**config.mk**
```make
export PLATFORM = sky130hd
export DESIGN_NAME = roic_pixel_capture
export DESIGN_NICKNAME = d
export VERILOG_FILES = /design/src/rtl/roic_pkg.sv /design/src/rtl/roic_sync_fifo.sv /design/src/rtl/roic_pixel_capture.sv
export SDC_FILE = /design/constraint.sdc
export NUM_CORES = 1
export LEC_CHECK = 0
export BUFFER_PORTS_ARGS = -buffer_cell sky130_fd_sc_hd__buf_2
export CAP_MARGIN = 20
export CORE_ASPECT_RATIO = 1.75
export CORE_MARGIN = 2
export CORE_UTILIZATION = 43
export DETAILED_ROUTE_END_ITERATION = 12
export PLACE_DENSITY_LB_ADDON = 0.15
export SLEW_MARGIN = 20
export SYNTH_ARGS = -nofsm -noshare
export SYNTH_HDL_FRONTEND = slang
export SYNTH_SLANG_ARGS = --single-unit
```
**constraint.sdc**
```tcl
create_clock -name clk -period 10.83 [get_ports clk]
set_input_delay 2.166 -clock clk [delete_from_list [all_inputs] [get_ports clk]]
set_output_delay 2.166 -clock clk [all_outputs]
set_load 0.005 [all_outputs]
```
**src/rtl/roic_pkg.sv**
```systemverilog
// Shared types and helpers for the ROIC pixel capture path.
package roic_pkg;

  localparam int unsigned N_ROWS = 16;
  localparam int unsigned N_COLS = 16;
  localparam int unsigned IDX_W  = 4;
  localparam int unsigned LIN_W  = 2 * IDX_W;

  typedef enum logic {
    WAIT_FRAME = 1'b0,
    IN_FRAME   = 1'b1
  } cap_state_e;

  // Index and frame-position markers carried alongside every sample.
  typedef struct packed {
    logic [IDX_W-1:0] row;
    logic [IDX_W-1:0] col;
    logic             sof;
    logic             eol;
    logic             eof;
  } pix_meta_t;

  // Priority-free decode: OR of the indices of all set bits.
  function automatic logic [IDX_W-1:0] onehot_to_idx(input logic [N_ROWS-1:0] oh);
    logic [IDX_W-1:0] idx;
    idx = '0;
    for (int unsigned i = 0; i < N_ROWS; i++) begin
      if (oh[i]) idx = idx | IDX_W'(i);
    end
    return idx;
  endfunction

endpackage

```
**src/rtl/roic_sync_fifo.sv**
```systemverilog
// Synchronous FIFO with a registered first-word-fall-through head.
module roic_sync_fifo #(
  parameter int unsigned WIDTH = 8,
  parameter int unsigned DEPTH = 16
) (
  input  logic             clk,
  input  logic             rst_i,
  input  logic             wr_en_i,
  input  logic [WIDTH-1:0] wr_data_i,
  input  logic             rd_en_i,
  output logic [WIDTH-1:0] rd_data_o,
  output logic             valid_o,
  output logic             full_o
);

  localparam int unsigned PTR_W = $clog2(DEPTH);
  localparam int unsigned CNT_W = PTR_W + 1;

  logic [WIDTH-1:0] mem_q [DEPTH];
  logic [PTR_W-1:0] wr_ptr_q, wr_ptr_d, rd_ptr_q, rd_ptr_d;
  logic [CNT_W-1:0] cnt_q, cnt_d;
  logic [WIDTH-1:0] rd_data_q, rd_data_d;
  logic             valid_q, full_q;
  logic             push_c, pop_c;

  // A write is accepted on full only when the head leaves in the same cycle.
  always_comb begin
    pop_c     = rd_en_i && valid_q;
    push_c    = wr_en_i && (!full_q || pop_c);
    rd_ptr_d  = pop_c  ? rd_ptr_q + PTR_W'(1) : rd_ptr_q;
    wr_ptr_d  = push_c ? wr_ptr_q + PTR_W'(1) : wr_ptr_q;
    cnt_d     = cnt_q + CNT_W'(push_c) - CNT_W'(pop_c);
    rd_data_d = rd_data_q;
    if (push_c && (wr_ptr_q == rd_ptr_d)) begin
      rd_data_d = wr_data_i;
    end else if (pop_c) begin
      rd_data_d = mem_q[rd_ptr_d];
    end
  end

  always_ff @(posedge clk) begin
    if (push_c) mem_q[wr_ptr_q] <= wr_data_i;
  end

  always_ff @(posedge clk) begin
    if (rst_i) begin
      wr_ptr_q  <= '0;
      rd_ptr_q  <= '0;
      cnt_q     <= '0;
      rd_data_q <= '0;
      valid_q   <= 1'b0;
      full_q    <= 1'b0;
    end else begin
      wr_ptr_q  <= wr_ptr_d;
      rd_ptr_q  <= rd_ptr_d;
      cnt_q     <= cnt_d;
      rd_data_q <= rd_data_d;
      valid_q   <= (cnt_d != '0);
      full_q    <= (cnt_d == CNT_W'(DEPTH));
    end
  end

  assign rd_data_o = rd_data_q;
  assign valid_o   = valid_q;
  assign full_o    = full_q;

endmodule

```
**src/rtl/roic_pixel_capture.sv**
```systemverilog
// Decodes scanner row/col strobes, captures ADC samples and streams them out.
// Optional pixel-order checking is enabled with ROIC_PIXEL_CAPTURE_ORDER_CHECK_EN.
module roic_pixel_capture
  import roic_pkg::*;
#(
  parameter int unsigned ADC_W      = 14,
  parameter int unsigned ADC_LAT    = 1,
  parameter int unsigned FIFO_DEPTH = 16
) (
  input  logic              clk,
  input  logic              master_rst,
  input  logic [N_ROWS-1:0] row,
  input  logic [N_COLS-1:0] col,
  input  logic [ADC_W-1:0]  adc_data,
  input  logic              err_clr,
  output logic [ADC_W-1:0]  pix_data,
  output logic [IDX_W-1:0]  pix_row,
  output logic [IDX_W-1:0]  pix_col,
  output logic              pix_sof,
  output logic              pix_eol,
  output logic              pix_eof,
  output logic              pix_valid,
  input  logic              pix_ready,
  output logic              frame_done,
  output logic              enc_err,
  output logic              ovf_err,
  output logic              seq_err
);

  typedef struct packed {
    logic [ADC_W-1:0] data;
    pix_meta_t        meta;
  } pix_word_t;

  cap_state_e       state_q;
  logic             enc_err_q, ovf_err_q, frame_done_q;
  logic             row_hot_c, col_hot_c, strobe_c, enc_set_c, capture_c;
  logic [IDX_W-1:0] row_idx_c, col_idx_c;
  pix_meta_t        meta_c, due_meta_c;
  logic             due_vld_c, ovf_set_c, wr_ok_c;
  pix_word_t        wr_word_c, rd_word;
  logic             fifo_valid, fifo_full;

  // Strobe decode and capture decision for the current cycle.
  always_comb begin
    row_hot_c   = $onehot(row);
    col_hot_c   = $onehot(col);
    strobe_c    = row_hot_c && col_hot_c;
    enc_set_c   = ((row != '0) && !row_hot_c) || ((col != '0) && !col_hot_c);
    row_idx_c   = onehot_to_idx(row);
    col_idx_c   = onehot_to_idx(col);
    meta_c.row  = row_idx_c;
    meta_c.col  = col_idx_c;
    meta_c.sof  = (row_idx_c == '0) && (col_idx_c == '0);
    meta_c.eol  = (col_idx_c == IDX_W'(N_COLS - 1));
    meta_c.eof  = meta_c.eol && (row_idx_c == IDX_W'(N_ROWS - 1));
    capture_c   = strobe_c && ((state_q == IN_FRAME) || meta_c.sof);
  end

  // Delay the pixel descriptor until its ADC sample is valid.
  generate
    if (ADC_LAT == 0) begin : g_no_lat
      assign due_vld_c  = capture_c;
      assign due_meta_c = meta_c;
    end else begin : g_lat
      logic      vld_q  [ADC_LAT];
      pix_meta_t meta_q [ADC_LAT];

      always_ff @(posedge clk) begin
        if (master_rst) begin
          for (int unsigned i = 0; i < ADC_LAT; i++) begin
            vld_q[i]  <= 1'b0;
            meta_q[i] <= '0;
          end
        end else begin
          vld_q[0]  <= capture_c;
          meta_q[0] <= meta_c;
          for (int unsigned i = 1; i < ADC_LAT; i++) begin
            vld_q[i]  <= vld_q[i-1];
            meta_q[i] <= meta_q[i-1];
          end
        end
      end

      assign due_vld_c  = vld_q[ADC_LAT-1];
      assign due_meta_c = meta_q[ADC_LAT-1];
    end
  endgenerate

  always_comb begin
    wr_word_c.data = adc_data;
    wr_word_c.meta = due_meta_c;
    ovf_set_c      = due_vld_c && fifo_full && !(pix_ready && fifo_valid);
    wr_ok_c        = due_vld_c && !ovf_set_c;
  end

  roic_sync_fifo #(
    .WIDTH ($bits(pix_word_t)),
    .DEPTH (FIFO_DEPTH)
  ) u_fifo (
    .clk       (clk),
    .rst_i     (master_rst),
    .wr_en_i   (due_vld_c),
    .wr_data_i (wr_word_c),
    .rd_en_i   (pix_ready),
    .rd_data_o (rd_word),
    .valid_o   (fifo_valid),
    .full_o    (fifo_full)
  );

  // Frame FSM, sticky errors and the frame-complete pulse.
  always_ff @(posedge clk) begin
    if (master_rst) begin
      state_q      <= WAIT_FRAME;
      enc_err_q    <= 1'b0;
      ovf_err_q    <= 1'b0;
      frame_done_q <= 1'b0;
    end else begin
      if (capture_c) state_q <= meta_c.eof ? WAIT_FRAME : IN_FRAME;
      enc_err_q    <= (enc_err_q && !err_clr) || enc_set_c;
      ovf_err_q    <= (ovf_err_q && !err_clr) || ovf_set_c;
      frame_done_q <= wr_ok_c && due_meta_c.eof;
    end
  end

`ifdef ROIC_PIXEL_CAPTURE_ORDER_CHECK_EN
  logic [LIN_W-1:0] exp_q, pix_lin_c;
  logic             seq_err_q, seq_set_c;

  // A (0,0) inside a frame mismatches naturally since exp_q never holds 0 there.
  always_comb begin
    pix_lin_c = {row_idx_c, col_idx_c};
    seq_set_c = strobe_c && (state_q == IN_FRAME) && (pix_lin_c != exp_q);
  end

  always_ff @(posedge clk) begin
    if (master_rst) begin
      exp_q     <= '0;
      seq_err_q <= 1'b0;
    end else begin
      seq_err_q <= (seq_err_q && !err_clr) || seq_set_c;
      if (capture_c) exp_q <= pix_lin_c + LIN_W'(1);
    end
  end

  assign seq_err = seq_err_q;
`else
  assign seq_err = 1'b0;
`endif

  assign pix_data   = rd_word.data;
  assign pix_row    = rd_word.meta.row;
  assign pix_col    = rd_word.meta.col;
  assign pix_sof    = rd_word.meta.sof;
  assign pix_eol    = rd_word.meta.eol;
  assign pix_eof    = rd_word.meta.eof;
  assign pix_valid  = fifo_valid;
  assign frame_done = frame_done_q;
  assign enc_err    = enc_err_q;
  assign ovf_err    = ovf_err_q;

endmodule

```
==> run summary, run 1 <==
WL/cell - 24.3 um
final cell count without fillers - 1960
Horiz. Die Dim - 161 um
critical path class - primary input to flip-flop
placed instance area - 19800 um2
final hold violations - 0
Syn Inst Count - 1291
I/O pin count - 80
most frequent cells in the layout - edfxtp_1, nand2_1, a21oi_1, mux2i_1, a221oi_1
post-cts resize count - 0
clk buf depth - 3
most common cell after layout, fill and taps aside - edfxtp_1
Detailed Route Iter0 Violations - 883
drt drc - 0
Final period util - 0.559
Clock Latency Late Sink - 550 ps
gp weighted congestion - 0.774
DR vias - 11300
Ant. Diodes - 0
Worst-Margin Slew - 1080 ps
Post-synth EDFFs - 400
Inst Count DP - 1882
min setup slack post-route - 4770 ps
largest net degree at the start of global routing - 99
Slew Viols, Final - 0
Setup crit end kind - flip-flop
Synth warnings - 0
max_cap viols - 0
initial antenna violation count - 0
layout cells sized above 1 - 0.142
Die Y - 280 um
Critical Path RT - 11260 ps
CTS tree - yes
mapped cell area - 18700 um2
Initial DRT Pass Iterations - 4
DR vias/cell - 5.75
cell taking the most area after synthesis - edfxtp_1
total track usage - 0.212
clk root buf - clkbuf_16
CP Depth - 16
Synth top area share - 0.644
fmax - 165 MHz
Leakage - 7.51 nW
count of cell types in the netlist - 48
global-route wire length before repair - 70800 um
RSZ-0062 raised after global routing - no
Seq cells post-synth - 456
Max FO, Critical Path - 3
clock slew at reported path FFs - 60 ps
Reg2Reg Setup Slack - 6710 ps
Slew HR - 0.279
hold buffer count at CTS - 0
clock sink total - 456
peak supply drop - 0.000135 V
layout net count - 1453
Worst R2R Path Depth - 8
ys async rst share - 0
IO buf count - 78
Area Overhead vs Synth - 13.5%
routed wire length - 47700 um
syn_nets - 1384
Post-CTS Setup Bufs - 0
Critical path buffers and inverters - 5
Place WS - 4200 ps
detailed placer's ending HPWL - 25900 um
Cell Chain, Critical Path - buf_2 > fa_1 > inv_1 > fa_1 > inv_1 > fa_1 > inv_1 > fa_1 > inv_1 > ha_1 > fa_1 > or4b_2 > a21oi_1 > and2_1 > a21oi_1 > o21a_1
Row Count - 101
Max stage delay cell, worst path - or4b_2
Die ar. - 45100 um2
WHS - 475 ps
Top FF cell, synth - edfxtp_1
Hold WC Path Type - flip-flop to flip-flop
CTS Buf Count - 42
largest stage delay on the critical path - 670 ps
setup violators final - 0
Synth area leaders - edfxtp_1, dfxtp_1, mux2i_1, a221oi_1, a21oi_1
crit path DAT - 6490 ps
status - finished clean
Syn Area/Cell - 14.5 um2
final instance area - 21200 um2
Initial Util - 0.433
H-tree depth - 2
Core Area - 43100 um2
crit path time final - 6060 ps
hold path cells - 1
Setup TNS - 0 ps
Clock Skew - 20.2 ps
Routed Antenna Nets - 0
Startpoint Class - primary input
CP top delay family - adder cells
total gr overflow - 0
post-synthesis sequential area ratio - 0.704
most numerous cell on the critical path - fa_1
number of global-route vias before repair - 11200
Pwr Density - 198 nW/um2
## metrics by stage
stage | total power [mW] | utilization
final | 4.20 | 0.491
after global routing | 4.36 | 0.491
after CTS | 4.24 | 0.491
after detailed placement | 2.75 | 0.459
after global placement | 2.74 | 0.459
after floorplan | 2.54 | -
## final timing paths
| check | startpoint | endpoint |
|---|---|---|
| min reg2reg | state_q | state_q |
| min | state_q | state_q |
| max | row[11] | state_q |
| max reg2reg | u_fifo.rd_ptr_q[0] | u_fifo.rd_data_o[3] |
## synthesized netlist by cell type, types with 2 or more instances
library cell    n
a21o_1          3
a21oi_1       118
a221oi_1      100
a311oi_1       24
and2_1          2
and3_1          2
buf_1           8
buf_2          13
buf_4           9
clkbuf_1       53
dfxtp_1        56
edfxtp_1      400
fa_1           21
ha_1           22
inv_1          59
mux2i_1       100
nand2_1       137
nand2b_1        2
nand3_1         9
nand4_1         4
nor2_1         57
nor2b_1         5
nor3_1         10
nor3b_1         2
nor4_1         12
o21a_1          2
o21ai_0         3
o21ai_1         2
o41ai_1        24
or2_2           3
or3_1           2
or4b_2          2
xnor2_1         7
xor2_1          4
## routing by layer
layer | GRT usage | up-vias | part of all wire
li1 | - | 5110 | -
met1 | 0.265 | 5703 | 0.39
met2 | 0.383 | 387 | 0.53
met3 | 0.0247 | 70 | 0.054
met4 | 0.0680 | 0 | 0.027
met5 | 0 | - | 0
## state kept, by name, indices dropped and copies added, names as in the netlist
register and count:
g_lat.meta_q 11, u_fifo.cnt_q 5, u_fifo.mem_q 400, ovf_err 1, u_fifo.rd_ptr_q 4, u_fifo.full_o 1
u_fifo.valid_o 1, state_q 1, u_fifo.wr_ptr_q 4, frame_done 1, enc_err 1, g_lat.vld_q 1
u_fifo.rd_data_o 25
## where the power goes
group	internal, mW	total [mW]	switching [mW]
clock	0.869	1.49	0.622
sequential	1.94	1.96	0.0269
combinational	0.284	0.742	0.458
total	3.09	4.20	1.11
## cell families after synthesis
group / synth area share
flops: 0.704
compound gates: 0.109
other cells: 0.000201
xor+xnor: 0.00637
mux: 0.0537
buf+inv: 0.0315
fa+ha+maj: 0.0373
simple gates: 0.0581
## final cells by class
| type | count | area [um2] |
|---|---|---|
| Clock buffer | 66 | 1250 |
| Fill cell | 3605 | 21900 |
| Sequential cell | 456 | 13100 |
| Clock inverter | 12 | 138 |
| Timing Repair Buffer | 108 | 616 |
| Tap cell | 566 | 708 |
| Inverter | 60 | 225 |
| Multi-Input combinational cell | 692 | 5100 |
(Power assumes the default switching activity.)
==> run 2: changes to the inputs <==
- clock period: 10.83 -> 5.1 ns (I/O delays scaled with it)
==> run 2 against run 1 <==
Die area stayed put. Flip-flop and latch count stayed put. Final cell count is 2.1% higher. Setup slack worse by 4500 ps. Clock power is 110% higher. Design area is 1.5% higher. Clock skew is 2.2 ps lower. Total power is 110% higher. Global-route usage is 0.56 points higher. Via count is 2.9% higher. Highest routed layer is now met5.
==> run summary, run 2 (synthesis gave the netlist of run 1 again) <==
status - finished clean
total gr overflow - 0
layout net count - 1494
initial antenna violation count - 2
Hold WC Path Type - flip-flop to flip-flop
Post-CTS Setup Bufs - 0
Horiz. Die Dim - 161 um
Logic pwr share - 0.185
Startpoint Class - primary input
total power - 8.90 mW
Leakage - 7.72 nW
Setup TNS - 0 ps
crit path DAT - 5310 ps
Clock Latency Late Sink - 560 ps
Initial DRT Pass Iterations - 5
Clock Skew - 18.0 ps
register area - 13100 um2
critical path class - primary input to flip-flop
hold buffer count at CTS - 0
global-route wire length before repair - 73100 um
Sw Pwr - 2.41 mW
Slew HR - 0.396
Area Overhead vs Synth - 15.2%
layout cells sized above 1 - 0.171
crit path time final - 4870 ps
clk buf depth - 3
fill cell count - 3671
most common cell after layout, fill and taps aside - edfxtp_1
max_cap viols - 0
Clk pwr share - 0.347
post-cts resize count - 0
IO buf count - 78
DR vias/cell - 5.80
Ant. Diodes - 0
share of power burned in registers - 0.468
Final period util - 0.954
Detailed Route Iter0 Violations - 1058
DR vias - 11600
CP endpoint - state_q
clock sink total - 456
Int Pwr - 6.49 mW
Multi-input gate area - 5100 um2
I/O pin count - 80
Critical Path RT - 5550 ps
setup violators final - 0
Worst-Margin Slew - 906 ps
Pwr Density - 414 nW/um2
WHS - 480 ps
R2R Path Start - u_fifo.rd_ptr_q[0]
Max FO, Critical Path - 3
final hold violations - 0
Core Area - 43100 um2
Die Y - 280 um
peak supply drop - 0.000348 V
Row Count - 101
hold path startpoint - u_fifo.rd_data_o[12]
H-tree depth - 2
gp weighted congestion - 0.802
Setup crit end kind - flip-flop
Setup crit start - col[11]
fmax - 206 MHz
max reg flops - 400
CTS tree - yes
Initial Util - 0.433
total track usage - 0.218
Slew Viols, Final - 0
most frequent cells in the layout - edfxtp_1, nand2_1, a21oi_1, mux2i_1, a221oi_1
Worst R2R Path Depth - 8
largest net degree at the start of global routing - 64
RSZ-0062 raised after global routing - no
Net Sw Frac - 0.270
number of global-route vias before repair - 11900
WL/cell - 24.4 um
detailed placer's ending HPWL - 28200 um
routed wire length - 48800 um
Die ar. - 45100 um2
drt drc - 0
placed instance area - 20100 um2
Routed Antenna Nets - 0
clk root buf - clkbuf_16
Reg2Reg Setup Slack - 1910 ps
final instance area - 21500 um2
CTS Buf Count - 42
worst reg2reg endpoint - u_fifo.rd_data_o[17]
largest register by flop count - u_fifo.mem_q
clock slew at reported path FFs - 60 ps
==> run 2: cell count changes in the layout (fill, tap and decap cells not counted) <==
cell | before | now
buf_4 | 30 | 66
clkinv_8 | 0 | 1
clkinv_2 | 1 | 7
clkbuf_16 | 45 | 42
clkbuf_1 | 16 | 9
buf_12 | 0 | 5
clkinv_4 | 1 | 0
inv_6 | 0 | 2
bufinv_16 | 3 | 2
clkinv_1 | 5 | 6
clkbuf_8 | 5 | 7
==> run 2: how the worst min path moves through the flow <==
| stage | end | cells past startpoint |
|---|---|---|
| floorplan | state_q | 1 |
| global placement | state_q | 1 |
| detailed placement | u_fifo.rd_data_o[1] | 2 |
| CTS | state_q | 1 |
| global route | u_fifo.rd_data_o[12] | 2 |
| finish | u_fifo.rd_data_o[12] | 2 |
==> run 2: per-stage QoR <==
step,utilization,setup slack [ps],instances
floorplan,-,79.2,1291
global placement,0.467,-238,1922
detailed placement,0.467,-346,1922
CTS,0.498,230,2000
global route,0.499,62.7,2001
finish,0.499,234,2001
==> run 2: routing by layer <==
metal,up-vias,routed length [um],GRT usage
met2,426,25000,0.380
li1,5193,-,-
met1,5894,19600,0.281
met3,83,2990,0.0309
met5,-,27,0
met4,4,1220,0.0662
==> run 2: worst max-delay path, cell delays in order <==
cell and delay (ps):
buf_2 120, fa_1 540, inv_1 50, fa_1 470, inv_1 50, fa_1 490, inv_1 50, fa_1 470
inv_1 40, ha_1 210, fa_1 480, or4b_2 650, a21oi_1 260, and2_1 200, a21oi_1 70, o21a_1 140
==> run 2: layout make-up <==
cell class / instances / share of cell area
sequential: 456 / 0.611
multi-input combinational: 692 / 0.237
clock buffer: 58 / 0.0549
timing repair buffer: 149 / 0.0459
tap: 566 / 0.0329
inverter: 60 / 0.0105
clock inverter: 20 / 0.00774
==> run 2: power groups by stage <==
stage / sequential (mW) / clock (mW) / combinational [mW]
final: 4.17 / 3.09 / 1.64
after global routing: 4.18 / 3.28 / 1.82
after CTS: 4.17 / 3.15 / 1.66
after detailed placement: 4.25 / 0 / 1.65
after global placement: 4.25 / 0 / 1.61
after floorplan: 4.24 / 0 / 1.17
